## config.mk

```make
export PLATFORM = sky130hd
export DESIGN_NAME = bin2bcd_conv
export DESIGN_NICKNAME = d
export VERILOG_FILES = /design/src/rtl/bin2bcd_conv.sv
export SDC_FILE = /design/constraint.sdc
export NUM_CORES = 1
export LEC_CHECK = 0
export CAP_MARGIN = 20
export CELL_PAD_IN_SITES_DETAIL_PLACEMENT = 2
export CELL_PAD_IN_SITES_GLOBAL_PLACEMENT = 2
export CORE_ASPECT_RATIO = 0.5
export CORE_MARGIN = 4
export CORE_UTILIZATION = 33
export CTS_CLUSTER_SIZE = 30
export DETAILED_ROUTE_END_ITERATION = 10
export HOLD_SLACK_MARGIN = 0.02
export PLACE_DENSITY = 0.89
export SETUP_SLACK_MARGIN = 0.02
export SYNTH_ARGS = -nofsm -noshare
export SYNTH_HDL_FRONTEND = slang
export SYNTH_SLANG_ARGS = --single-unit
```

## constraint.sdc

```tcl
create_clock -name clock -period 1.6 [get_ports clock]
set_input_delay 0.32 -clock clock [delete_from_list [all_inputs] [get_ports clock]]
set_output_delay 0.32 -clock clock [all_outputs]
set_load 0.01 [all_outputs]
```

## src/rtl/bin2bcd_conv.sv

```systemverilog
// bin2bcd_conv: sequential unsigned binary to packed BCD converter.
//
// Uses the shift-add-3 (double dabble) algorithm, one input bit per clock.
// A conversion takes BIN_W SHIFT cycles plus one FINISH cycle. The results
// (bcd_out, ovf) are registered and hold between conversions.
//
// Optional build macro:
//   BCD_SATURATE_EN  defined   -> an overflowing result shows all digits 9
//                    undefined -> an overflowing result shows all nibbles 0xE
//
// Parameters:
//   BIN_W       input binary width (>= 2)
//   BCD_DIGITS  digits presented on bcd_out
//   INT_DIGITS  internal scratch digits, 10^INT_DIGITS > 2^BIN_W-1 and
//               INT_DIGITS >= BCD_DIGITS
//
// Ports:
//   clock    in   single clock, posedge
//   reset    in   synchronous active-low reset
//   start    in   request conversion of bin_in (accepted only when idle)
//   bin_in   in   unsigned binary value
//   busy     out  conversion in progress
//   done     out  one-cycle pulse when bcd_out/ovf have just been updated
//   bcd_out  out  packed BCD, most significant digit in the top nibble
//   ovf      out  last result exceeded 10^BCD_DIGITS-1
//   disp_en  out  high once the first result is valid, until reset

module bin2bcd_conv #(
    parameter int unsigned BIN_W      = 16,
    parameter int unsigned BCD_DIGITS = 4,
    parameter int unsigned INT_DIGITS = 5
) (
    input  logic                    clock,
    input  logic                    reset,
    input  logic                    start,
    input  logic [BIN_W-1:0]        bin_in,
    output logic                    busy,
    output logic                    done,
    output logic [4*BCD_DIGITS-1:0] bcd_out,
    output logic                    ovf,
    output logic                    disp_en
);

    localparam int unsigned SCR_W = 4 * INT_DIGITS;
    localparam int unsigned OUT_W = 4 * BCD_DIGITS;
    localparam int unsigned CNT_W = $clog2(BIN_W + 1);

    typedef enum logic [1:0] {
        StIdle,
        StShift,
        StFinish
    } state_e;

    state_e             state_q, state_d;
    logic [SCR_W-1:0]   scr_q, scr_d;
    logic [BIN_W-1:0]   bin_q, bin_d;
    logic [CNT_W-1:0]   cnt_q, cnt_d;
    logic               busy_q, busy_d;
    logic               done_q, done_d;
    logic               ovf_q, ovf_d;
    logic               disp_q, disp_d;
    logic [OUT_W-1:0]   bcd_q, bcd_d;

    logic [SCR_W-1:0]   scr_adj;
    logic               ovf_n;
    logic [OUT_W-1:0]   ovf_code;
    logic               unused_scr_msb;

    // Pre-shift correction: every digit >= 5 gets +3 so that the following
    // left shift carries correctly into the next decimal digit.
    always_comb begin
        scr_adj = scr_q;
        for (int i = 0; i < int'(INT_DIGITS); i++) begin
            if (scr_q[4*i +: 4] >= 4'd5) begin
                scr_adj[4*i +: 4] = scr_q[4*i +: 4] + 4'd3;
            end
        end
    end

    // The top bit of the corrected scratch falls off the shift; it is always
    // zero when INT_DIGITS is large enough for BIN_W.
    assign unused_scr_msb = scr_adj[SCR_W-1];

    // Overflow: any scratch digit above the presented ones is nonzero.
    if (INT_DIGITS > BCD_DIGITS) begin : g_ovf
        assign ovf_n = |scr_q[SCR_W-1:OUT_W];
    end else begin : g_no_ovf
        assign ovf_n = 1'b0;
    end

`ifdef BCD_SATURATE_EN
    assign ovf_code = {BCD_DIGITS{4'h9}};
`else
    // 0xE per nibble renders as "E" on the hex seven-segment decoder.
    assign ovf_code = {BCD_DIGITS{4'hE}};
`endif

    always_comb begin
        state_d = state_q;
        scr_d   = scr_q;
        bin_d   = bin_q;
        cnt_d   = cnt_q;
        busy_d  = busy_q;
        done_d  = 1'b0;
        ovf_d   = ovf_q;
        disp_d  = disp_q;
        bcd_d   = bcd_q;

        unique case (state_q)
            StIdle: begin
                if (start) begin
                    bin_d   = bin_in;
                    scr_d   = '0;
                    cnt_d   = CNT_W'(BIN_W);
                    busy_d  = 1'b1;
                    state_d = StShift;
                end
            end
            StShift: begin
                scr_d = {scr_adj[SCR_W-2:0], bin_q[BIN_W-1]};
                bin_d = {bin_q[BIN_W-2:0], 1'b0};
                cnt_d = cnt_q - 1'b1;
                if (cnt_q == CNT_W'(1)) begin
                    state_d = StFinish;
                end
            end
            StFinish: begin
                bcd_d   = ovf_n ? ovf_code : scr_q[OUT_W-1:0];
                ovf_d   = ovf_n;
                done_d  = 1'b1;
                disp_d  = 1'b1;
                busy_d  = 1'b0;
                state_d = StIdle;
            end
            default: begin
                state_d = StIdle;
            end
        endcase
    end

    always_ff @(posedge clock) begin
        if (!reset) begin
            state_q <= StIdle;
            scr_q   <= '0;
            bin_q   <= '0;
            cnt_q   <= '0;
            busy_q  <= 1'b0;
            done_q  <= 1'b0;
            ovf_q   <= 1'b0;
            disp_q  <= 1'b0;
            bcd_q   <= '0;
        end else begin
            state_q <= state_d;
            scr_q   <= scr_d;
            bin_q   <= bin_d;
            cnt_q   <= cnt_d;
            busy_q  <= busy_d;
            done_q  <= done_d;
            ovf_q   <= ovf_d;
            disp_q  <= disp_d;
            bcd_q   <= bcd_d;
        end
    end

    assign busy    = busy_q;
    assign done    = done_q;
    assign bcd_out = bcd_q;
    assign ovf     = ovf_q;
    assign disp_en = disp_q;

endmodule

```

# After elaboration in Yosys (flattened, before gate mapping)
# Index checks and enable logic that the tools add are counted.
totals:
  register_bits: 63
  output_inout_bits: 20
  elab_cells: 50
classes:
  order_cmp: 5
  n_mux: 18
  n_eq_ne: 5
  addsub: 6
  n_reduce_logical: 7
ops:
  columns: ["cell", "count"]
  rows:
  - ["20-bit case mux with 2 select lines", 1]
  - ["16-bit two-way mux", 2]
  - ["16-bit case mux with 2 select lines", 1]
  - ["4-bit by 3-bit greater-or-equal comparator with 1-bit output, second input constant", 5]
  - ["20-bit two-way mux", 1]
  - ["4-bit by 2-bit adder with 4-bit output, second input constant", 4]
  - ["4-bit two-way mux", 4]
  - ["5-bit case mux with 2 select lines", 1]
  - ["2-bit AND reduction", 3]
  - ["5-bit by 1-bit == test with 1-bit output, second input constant", 1]
  - ["5-bit two-way mux", 1]
  - ["5-bit by 1-bit subtractor with 5-bit output, second input constant", 1]
  - ["2-bit two-way mux", 2]
  - ["2-bit != test, second input constant", 2]
  - ["2-bit case mux with 2 select lines", 1]
  - ["2-bit nonzero test", 2]
  - ["4-bit OR reduction", 1]
  - ["3-bit by 2-bit adder with 3-bit output, second input constant", 1]
  - ["3-bit two-way mux", 1]
  - ["2-bit by 1-bit == test with 1-bit output, second input constant", 1]
  - ["2-bit == test, second input constant", 1]
  - ["2-bit zero test", 1]
  - ["1-bit two-way mux", 2]
  - ["1-bit case mux with 2 select lines", 1]

# Logic depth before layout (Yosys ltp)
# Gate-level depths: netlist of the first run.
logic_depth:
  depth_word: 3
  mapped_depth: 6
  ltp_nobuf: 6

# Least setup slack after synthesis of the first run
# No wires, ideal clock.
synth_path:
  path_kind: "register to register"
  start: "reg scr_q[9]"
  end: "reg scr_q[10]"
  n_path_buf: 0
  setup_ns: 0.074
  required_ns: 1.526
  path_slack_ns: 0.139
  period_less_slack_ns: 1.461
  stages_incl_launch_ff: 7
  arrival_ns: 1.387
  cell_sequence: "dfxtp_1 inv_1 ha_1 nand2b_1 a21oi_1 mux2_2 o21ai_0"
synth_between:
  elab_chain_cells: 3
  elab_cells_between_ends: 4
  classes_between: "1 x add/sub; 1 x order compare; 2 x mux"
synth_rtl:
  columns: ["element", "line", "rtl"]
  rows:
  - ["start: declaration", "55", "logic [SCR_W-1:0] scr_q, scr_d;"]
  - ["start signal: assignment", "154", "scr_q <= scr_d;"]
  - ["4-bit by 2-bit adder with 4-bit output / 4-bit by 3-bit greater-or-equal comparator with 1-bit output (equally long branches)", "75, 74", null]
  - ["4-bit two-way mux (*)", "74", "if (scr_q[4*i +: 4] >= 4'd5) begin"]
  - ["20-bit case mux with 2 select lines (*)", "109", "unique case (state_q)"]
# Mark *: on every way between the ends. The rest lies on a longest branch, timed or not.
# A chain may end at the register's enable or synchronous reset.

# Final worst setup path of the first run
layout_path:
  start: "reg scr_q[16]"
  end: "reg scr_q[18]"
layout_between:
  elab_chain_cells: 3
  elab_cells_between_ends: 4
  classes_between: "1 x add/sub; 1 x order compare; 2 x mux"
layout_rtl:
  columns: ["element", "line"]
  rows:
  - ["4-bit by 3-bit greater-or-equal comparator with 1-bit output / 3-bit by 2-bit adder with 3-bit output (equally long branches)", "74, 75"]
  - ["3-bit two-way mux (*)", "74"]
  - ["20-bit case mux with 2 select lines (*)", "109"]
# Marks and branches as above.

==> results_dict.tcl, run 1 <==
set metrics [dict create \
    outcome "finished, violations left" \
    violations "setup timing" \
    worst_path_max_delay_cell "mux2_2" \
    synth_top_family_by_area "compound AO/OA/AOI/OAI gates" \
    nets 397 \
    syn_area_per_cell_um2 9.128 \
    grt_antenna_before_repair 0 \
    grt_max_degree 26 \
    slew_viol_final 0 \
    yosys.area_share.simple 0.1488 \
    clock_latency_ps 340 \
    finalSetupViolations 2 \
    hold_buffers 0 \
    drtIter0Drc 176 \
    clkSinkCount 63 \
    cts_made_buffers 9 \
    slowest_delay_ps 370 \
    comb_power_share 0.102 \
    yosysSeqAreaShare 0.4386 \
    yosysWarnings 0 \
    path_buf_inv 1 \
    postRouteAntennaNets 0 \
    grt_pass1_wl_um 17570 \
    max_freq_mhz 604.9 \
    yosysUniqueCellTypes 40 \
    cp_cell_sequence "inv_1 -> ha_4 -> nand2b_1 -> a21oi_2 -> mux2_2 -> o21ai_1" \
    fill_cells 852 \
    synth-seq-cells 63 \
    worstMarginPinSlew_ps 382.8 \
    clk_path_buf_depth 2 \
    antenna_cells 0 \
    end_kind "flip-flop" \
    p_per_area_nw_per_um2 1100 \
    grt_usage 0.2214 \
    drc_errors 0 \
    max_slew_margin 0.7429 \
    layout-drive-gt1-share 0.2595 \
    syn_nets 347 \
    vias 2706 \
    numPortBuffers 38 \
    htree_levels 3 \
    p_switching_mw 1.024 \
    syn_area_um2 2875 \
    cts_tree "done" \
    irDropWorstVdd_mv 0.6728 \
    rows 23 \
    leakagePower_nw 1.629 \
    die_x_um 140.0 \
    first_global_vias 3101 \
    required_ps 1850 \
    wl_um 11730 \
    die-area_um2 10360 \
    swShare 0.2374 \
    power_mw 4.314 \
    grt.overflow.total 0 \
    place.gp.congestion 0.8665 \
    critical_path_arrival_ps 1900 \
    routedWlPerCell_um 24.33 \
    start_util 0.3493 \
    maxCapViolCount 0 \
    crit_path_max_fanout 3 \
    synth-xor-area-share 0.02742 \
    vias_per_cell 5.614 \
    io_pins 39 \
    seq_power_share 0.391 \
    cts_root_buf "clkbuf_16" \
    area_delta_synth_final_pct 36.42 \
    min_path_type "flip-flop to flip-flop" \
    synthAdderAreaFrac 0.05657 \
    coreArea_um2 8230 \
    dr.pass1.iters 4 \
    path_clk_slew_ps 50 \
    synth_cells 315 \
    p_int_mw 3.290 \
    synth_compound_area_frac 0.2480 \
    criticalPathCategory "flip-flop to flip-flop" \
    cp_top_family "compound AO/OA/AOI/OAI gates" \
    min_period_ps 1653 \
    startpoint_type "flip-flop" \
    min_period_over_period 1.033 \
    synthMuxAreaShare 0.02306 \
    dp_hpwl_um 6456 \
    dp_slack_ps -105.1 \
    fin_skew_ps 6.695 \
    fin_ws_ps -53.20 \
    hold_viol_final 0 \
    clkPwrFrac 0.506 \
    die_y_um 74.01 \
]
## cells by family after synthesis
| logic type | after synthesis |
|---|---|
| buf+inv | 35 |
| xor+xnor | 9 |
| flops | 63 |
| simple gates | 87 |
| mux | 6 |
| compound gates | 102 |
| fa+ha+maj | 13 |
## worst reg2reg max path, stage by stage (launching register included)
cell and delay [ps]:
dfxtp_1 350, inv_1 190, ha_4 190, nand2b_1 80
a21oi_2 190, mux2_2 370, o21ai_1 190
## cells in the final DEF, fill, tap and decap left out, types with 3 or more instances in the layout
master | Yosys | routed
nor2_1 | 19 | 19
and2_1 | 4 | 4
ha_4 | 0 | 4
nand3_1 | 6 | 6
xnor2_1 | 5 | 5
mux2_2 | 5 | 3
a21oi_1 | 17 | 12
o22ai_1 | 3 | 3
nor3_1 | 6 | 5
clkbuf_16 | 0 | 9
dlymetal6s2s_1 | 0 | 8
buf_4 | 5 | 19
a21boi_0 | 4 | 4
o31ai_1 | 4 | 4
nor2b_1 | 7 | 6
a21oi_2 | 0 | 5
inv_2 | 1 | 8
nand2b_1 | 7 | 6
inv_1 | 14 | 7
xor2_1 | 4 | 4
o21ai_1 | 1 | 5
clkdlybuf4s50_1 | 0 | 25
a22oi_1 | 6 | 6
dfxtp_1 | 63 | 54
ha_1 | 13 | 8
dfxtp_2 | 0 | 8
o221a_2 | 19 | 19
a2bb2oi_1 | 10 | 10
o21ai_0 | 35 | 30
dlygate4sd2_1 | 0 | 5
nand2_1 | 28 | 28
## Yosys cell counts, drive strengths merged
library cell	instances	share of area
a21boi	5	0.013
a21oi	17	0.030
a22oi	6	0.016
a2bb2oi	10	0.030
and2	5	0.011
and3	2	0.0044
buf	13	0.029
clkbuf	7	0.0091
dfxtp	63	0.44
ha	13	0.057
inv	15	0.020
mux2	5	0.020
mux2i	1	0.0035
nand2	28	0.037
nand2b	7	0.015
nand3	7	0.014
nor2	22	0.035
nor2b	7	0.015
nor3	6	0.010
nor4	1	0.0022
o21a	1	0.0026
o21ai	36	0.063
o21bai	1	0.0026
o221a	19	0.074
o22ai	3	0.0065
o31ai	4	0.010
or3	1	0.0022
or4	1	0.0026
xnor2	5	0.015
xor2	4	0.012
## registers in the layout, indices dropped and copies added (netlist names)
name / flops
done: 1
scr_q: 20
bcd_out: 16
disp_en: 1
state_q: 2
busy: 1
ovf: 1
bin_q: 16
cnt_q: 5
## metrics by stage
stage	area [µm²]	instances	util	hold slack (ps)	TNS (ps)
2_1_floorplan	2875	315	-	425.4	0
3_3_place_gp	3462	465	0.4206	434.3	-397.8
6_report	3923	482	0.4766	504.4	-56.98
4_1_cts	3826	482	0.4649	496.2	0
3_5_place_dp	3462	465	0.4206	467.1	-1286
5_1_grt	3923	482	0.4766	535.7	-246.7
## power groups by stage
stage               combinational (mW)  clock (mW)  sequential, mW
floorplan                        0.250           0            1.70
global placement                 0.385           0            1.71
detailed placement               0.414           0            1.71
CTS                              0.434        2.20            1.69
global route                     0.476        2.30            1.69
finish                           0.442        2.18            1.69
## path summary, 6_finish.rpt
path	from	endpoint	slack, ps	cells after the start
worst min register to register	scr_q[9]	scr_q[9]	500	2
worst min-delay path	scr_q[9]	scr_q[9]	500	2
worst max register to register	scr_q[16]	scr_q[18]	-50	6
worst max-delay path	scr_q[16]	scr_q[18]	-50	6
## repair_timing
action | in CTS | in global routing
pin swaps | 4 | 5
buffers inserted | 1 | 0
endpoints found under the setup margin | 31 | 26
gates resized for setup | 23 | 35
## metal layers
layer,part of all wire,up-vias,global-route usage
li1,-,1220,-
met1,0.42,1389,0.2388
met2,0.51,75,0.4146
met3,0.042,22,0.05459
met4,0.029,0,0.1171
met5,0,-,0
## layout make-up
cell class / instances / area [µm²] / area share
tap: 112 / 140.1 / 0.03573
timing repair buffer: 59 / 576.8 / 0.1470
inverter: 15 / 56.30 / 0.01435
sequential: 63 / 1275 / 0.3250
multi-input combinational: 217 / 1549 / 0.3949
clock buffer: 13 / 260.3 / 0.06635
clock inverter: 3 / 65.06 / 0.01659
Power figures use the tool's default switching activity.
==> run 2: changes to the inputs <==
SKIP_CTS_REPAIR_TIMING = 1   (was default)
==> run 2 against run 1 <==
Worst hold slack lost 7.6 ps. Clock skew shrank 2.7 ps. The run still ends with setup timing left. Critical path depth grew 2. Highest routed layer unchanged. Power shrank 0.20%. Fmax grew 2.8%. Critical path type unchanged.
==> results_dict.tcl, run 2 (synthesis results as in run 1) <==
set metrics [dict create \
    antenna_cells 0 \
    grtUsageMet3 0.05202 \
    p_int_mw 3.290 \
    hold_viol_final 0 \
    swShare 0.2358 \
    clk_path_buf_depth 2 \
    rows 23 \
    min_period_ps 1609 \
    cp_cell_sequence "inv_2 -> ha_4 -> nand2b_1 -> a21oi_2 -> buf_4 -> buf_4 -> xnor2_1 -> o21ai_0" \
    cts_made_buffers 9 \
    grt.overflow.total 0 \
    postRouteAntennaNets 0 \
    violations "setup timing" \
    wl_um 11530 \
    comb_power_share 0.103 \
    multi_input_area_um2 1506 \
    final_cell_mix "55 x dfxtp_1, 31 x o21ai_0, 28 x nand2_1, 27 x clkdlybuf4s50_1" \
    htree_levels 3 \
    end_kind "flip-flop" \
    place.gp.congestion 0.8665 \
    vias 2717 \
    top_usage_layer "met2" \
    fin_skew_ps 4.000 \
    start_util 0.3493 \
    place_area_um2 3462 \
    clock_latency_ps 340 \
    worstReg2RegStart "scr_q[0]" \
    worstMarginPinSlew_ps 386.1 \
    startpoint "scr_q[0]" \
    drc_errors 0 \
    worst_path_max_delay_cell "dfxtp_2" \
    clkPwrFrac 0.505 \
    first_global_vias 3058 \
    grt_usage 0.2178 \
    die-area_um2 10360 \
    grt_setup_unrepaired "true" \
    fin_area_um2 3904 \
    largest_reg_flops 20 \
    cts_root_buf "clkbuf_16" \
    leakagePower_nw 1.648 \
    grt_pass1_wl_um 17320 \
    maxCapViolCount 0 \
    dr.pass1.iters 4 \
    max_freq_mhz 621.5 \
    crit_path_max_fanout 5 \
    min_period_over_period 1.006 \
    dp_hpwl_um 6456 \
    tns_ps -12.14 \
    cts_tree "done" \
    die_x_um 140.0 \
    startpoint_type "flip-flop" \
    path_buf_inv 3 \
    layout_commonest_cell "dfxtp_1" \
    max_slew_margin 0.7402 \
    area_delta_synth_final_pct 35.77 \
    cp_top_family "flip-flops" \
    numPortBuffers 38 \
    p_per_area_nw_per_um2 1103 \
    nets 398 \
    top_register "scr_q" \
    drtIter0Drc 153 \
    fin_ws_ps -8.896 \
    slew_viol_final 0 \
    min_path_type "flip-flop to flip-flop" \
    coreArea_um2 8230 \
    required_ps 1830 \
    finalSetupViolations 2 \
    grt_antenna_before_repair 0 \
    outcome "finished, violations left" \
    final_util 0.4743 \
    routedWlPerCell_um 23.87 \
    path_clk_slew_ps 50 \
    io_pins 39 \
    vias_per_cell 5.625 \
    irDropWorstVdd_mv 0.8240 \
    fill_cells 864 \
    criticalPathCategory "flip-flop to flip-flop" \
    hold_start "scr_q[17]" \
    seq_power_share 0.392 \
    critical_path_arrival_ps 1830 \
    layout-drive-gt1-share 0.2534 \
    die_y_um 74.01 \
    seqCellArea_um2 1274 \
    clkSinkCount 63 \
    grt_use_met1 0.2392 \
    grtUsageMet2 0.4061 \
    cp_common_cell "buf_4" \
    grt_max_degree 26 \
    slowest_delay_ps 410 \
    p_switching_mw 1.015 \
]
==> run 2: metrics by stage <==
step / setup slack (ps) / power, mW / hold WS (ps) / instances
after floorplan: 139.1 / 1.950 / 425.4 / 315
after global placement: -36.50 / 2.092 / 434.3 / 465
after detailed placement: -105.1 / 2.127 / 467.1 / 465
after CTS: -153.2 / 4.319 / 506.8 / 481
after global routing: -46.77 / 4.474 / 507.7 / 483
final: -8.896 / 4.305 / 496.8 / 483
==> run 2: worst reg2reg max path, stage by stage, from the launching register on <==
cell	delay [ps]
dfxtp_2	410
inv_2	100
ha_4	180
nand2b_1	110
a21oi_2	80
buf_4	140
buf_4	140
xnor2_1	230
o21ai_0	110
==> run 2: worst paths after layout <==
check             cells past startpoint   endpoint  slack [ps]
setup / recovery                      8   scr_q[1]          -9
hold reg to reg                       2  scr_q[17]         500
hold / removal                        2  scr_q[17]         500
setup reg to reg                      8   scr_q[1]          -9
==> run 2: routing by layer <==
layer  vias up  part of all wire
met5         -                 0
met4         0             0.027
met3        26             0.044
met2        79              0.50
met1      1385              0.43
li1       1227                 -
==> run 2: area by class of cell <==
| type | instances | share of cell area |
|---|---|---|
| multi-input combinational | 217 | 0.3859 |
| sequential | 63 | 0.3263 |
| timing repair buffer | 60 | 0.1542 |
| clock buffer | 13 | 0.06667 |
| tap | 112 | 0.03590 |
| clock inverter | 3 | 0.01667 |
| inverter | 15 | 0.01442 |
==> run 2: power groups by stage <==
| stage | Sequential, mW | Clock, mW | Combinational [mW] |
|---|---|---|---|
| after floorplan | 1.70 | 0 | 0.250 |
| after global placement | 1.71 | 0 | 0.385 |
| after detailed placement | 1.71 | 0 | 0.414 |
| after CTS | 1.68 | 2.20 | 0.434 |
| after global routing | 1.69 | 2.30 | 0.483 |
| final | 1.69 | 2.18 | 0.443 |
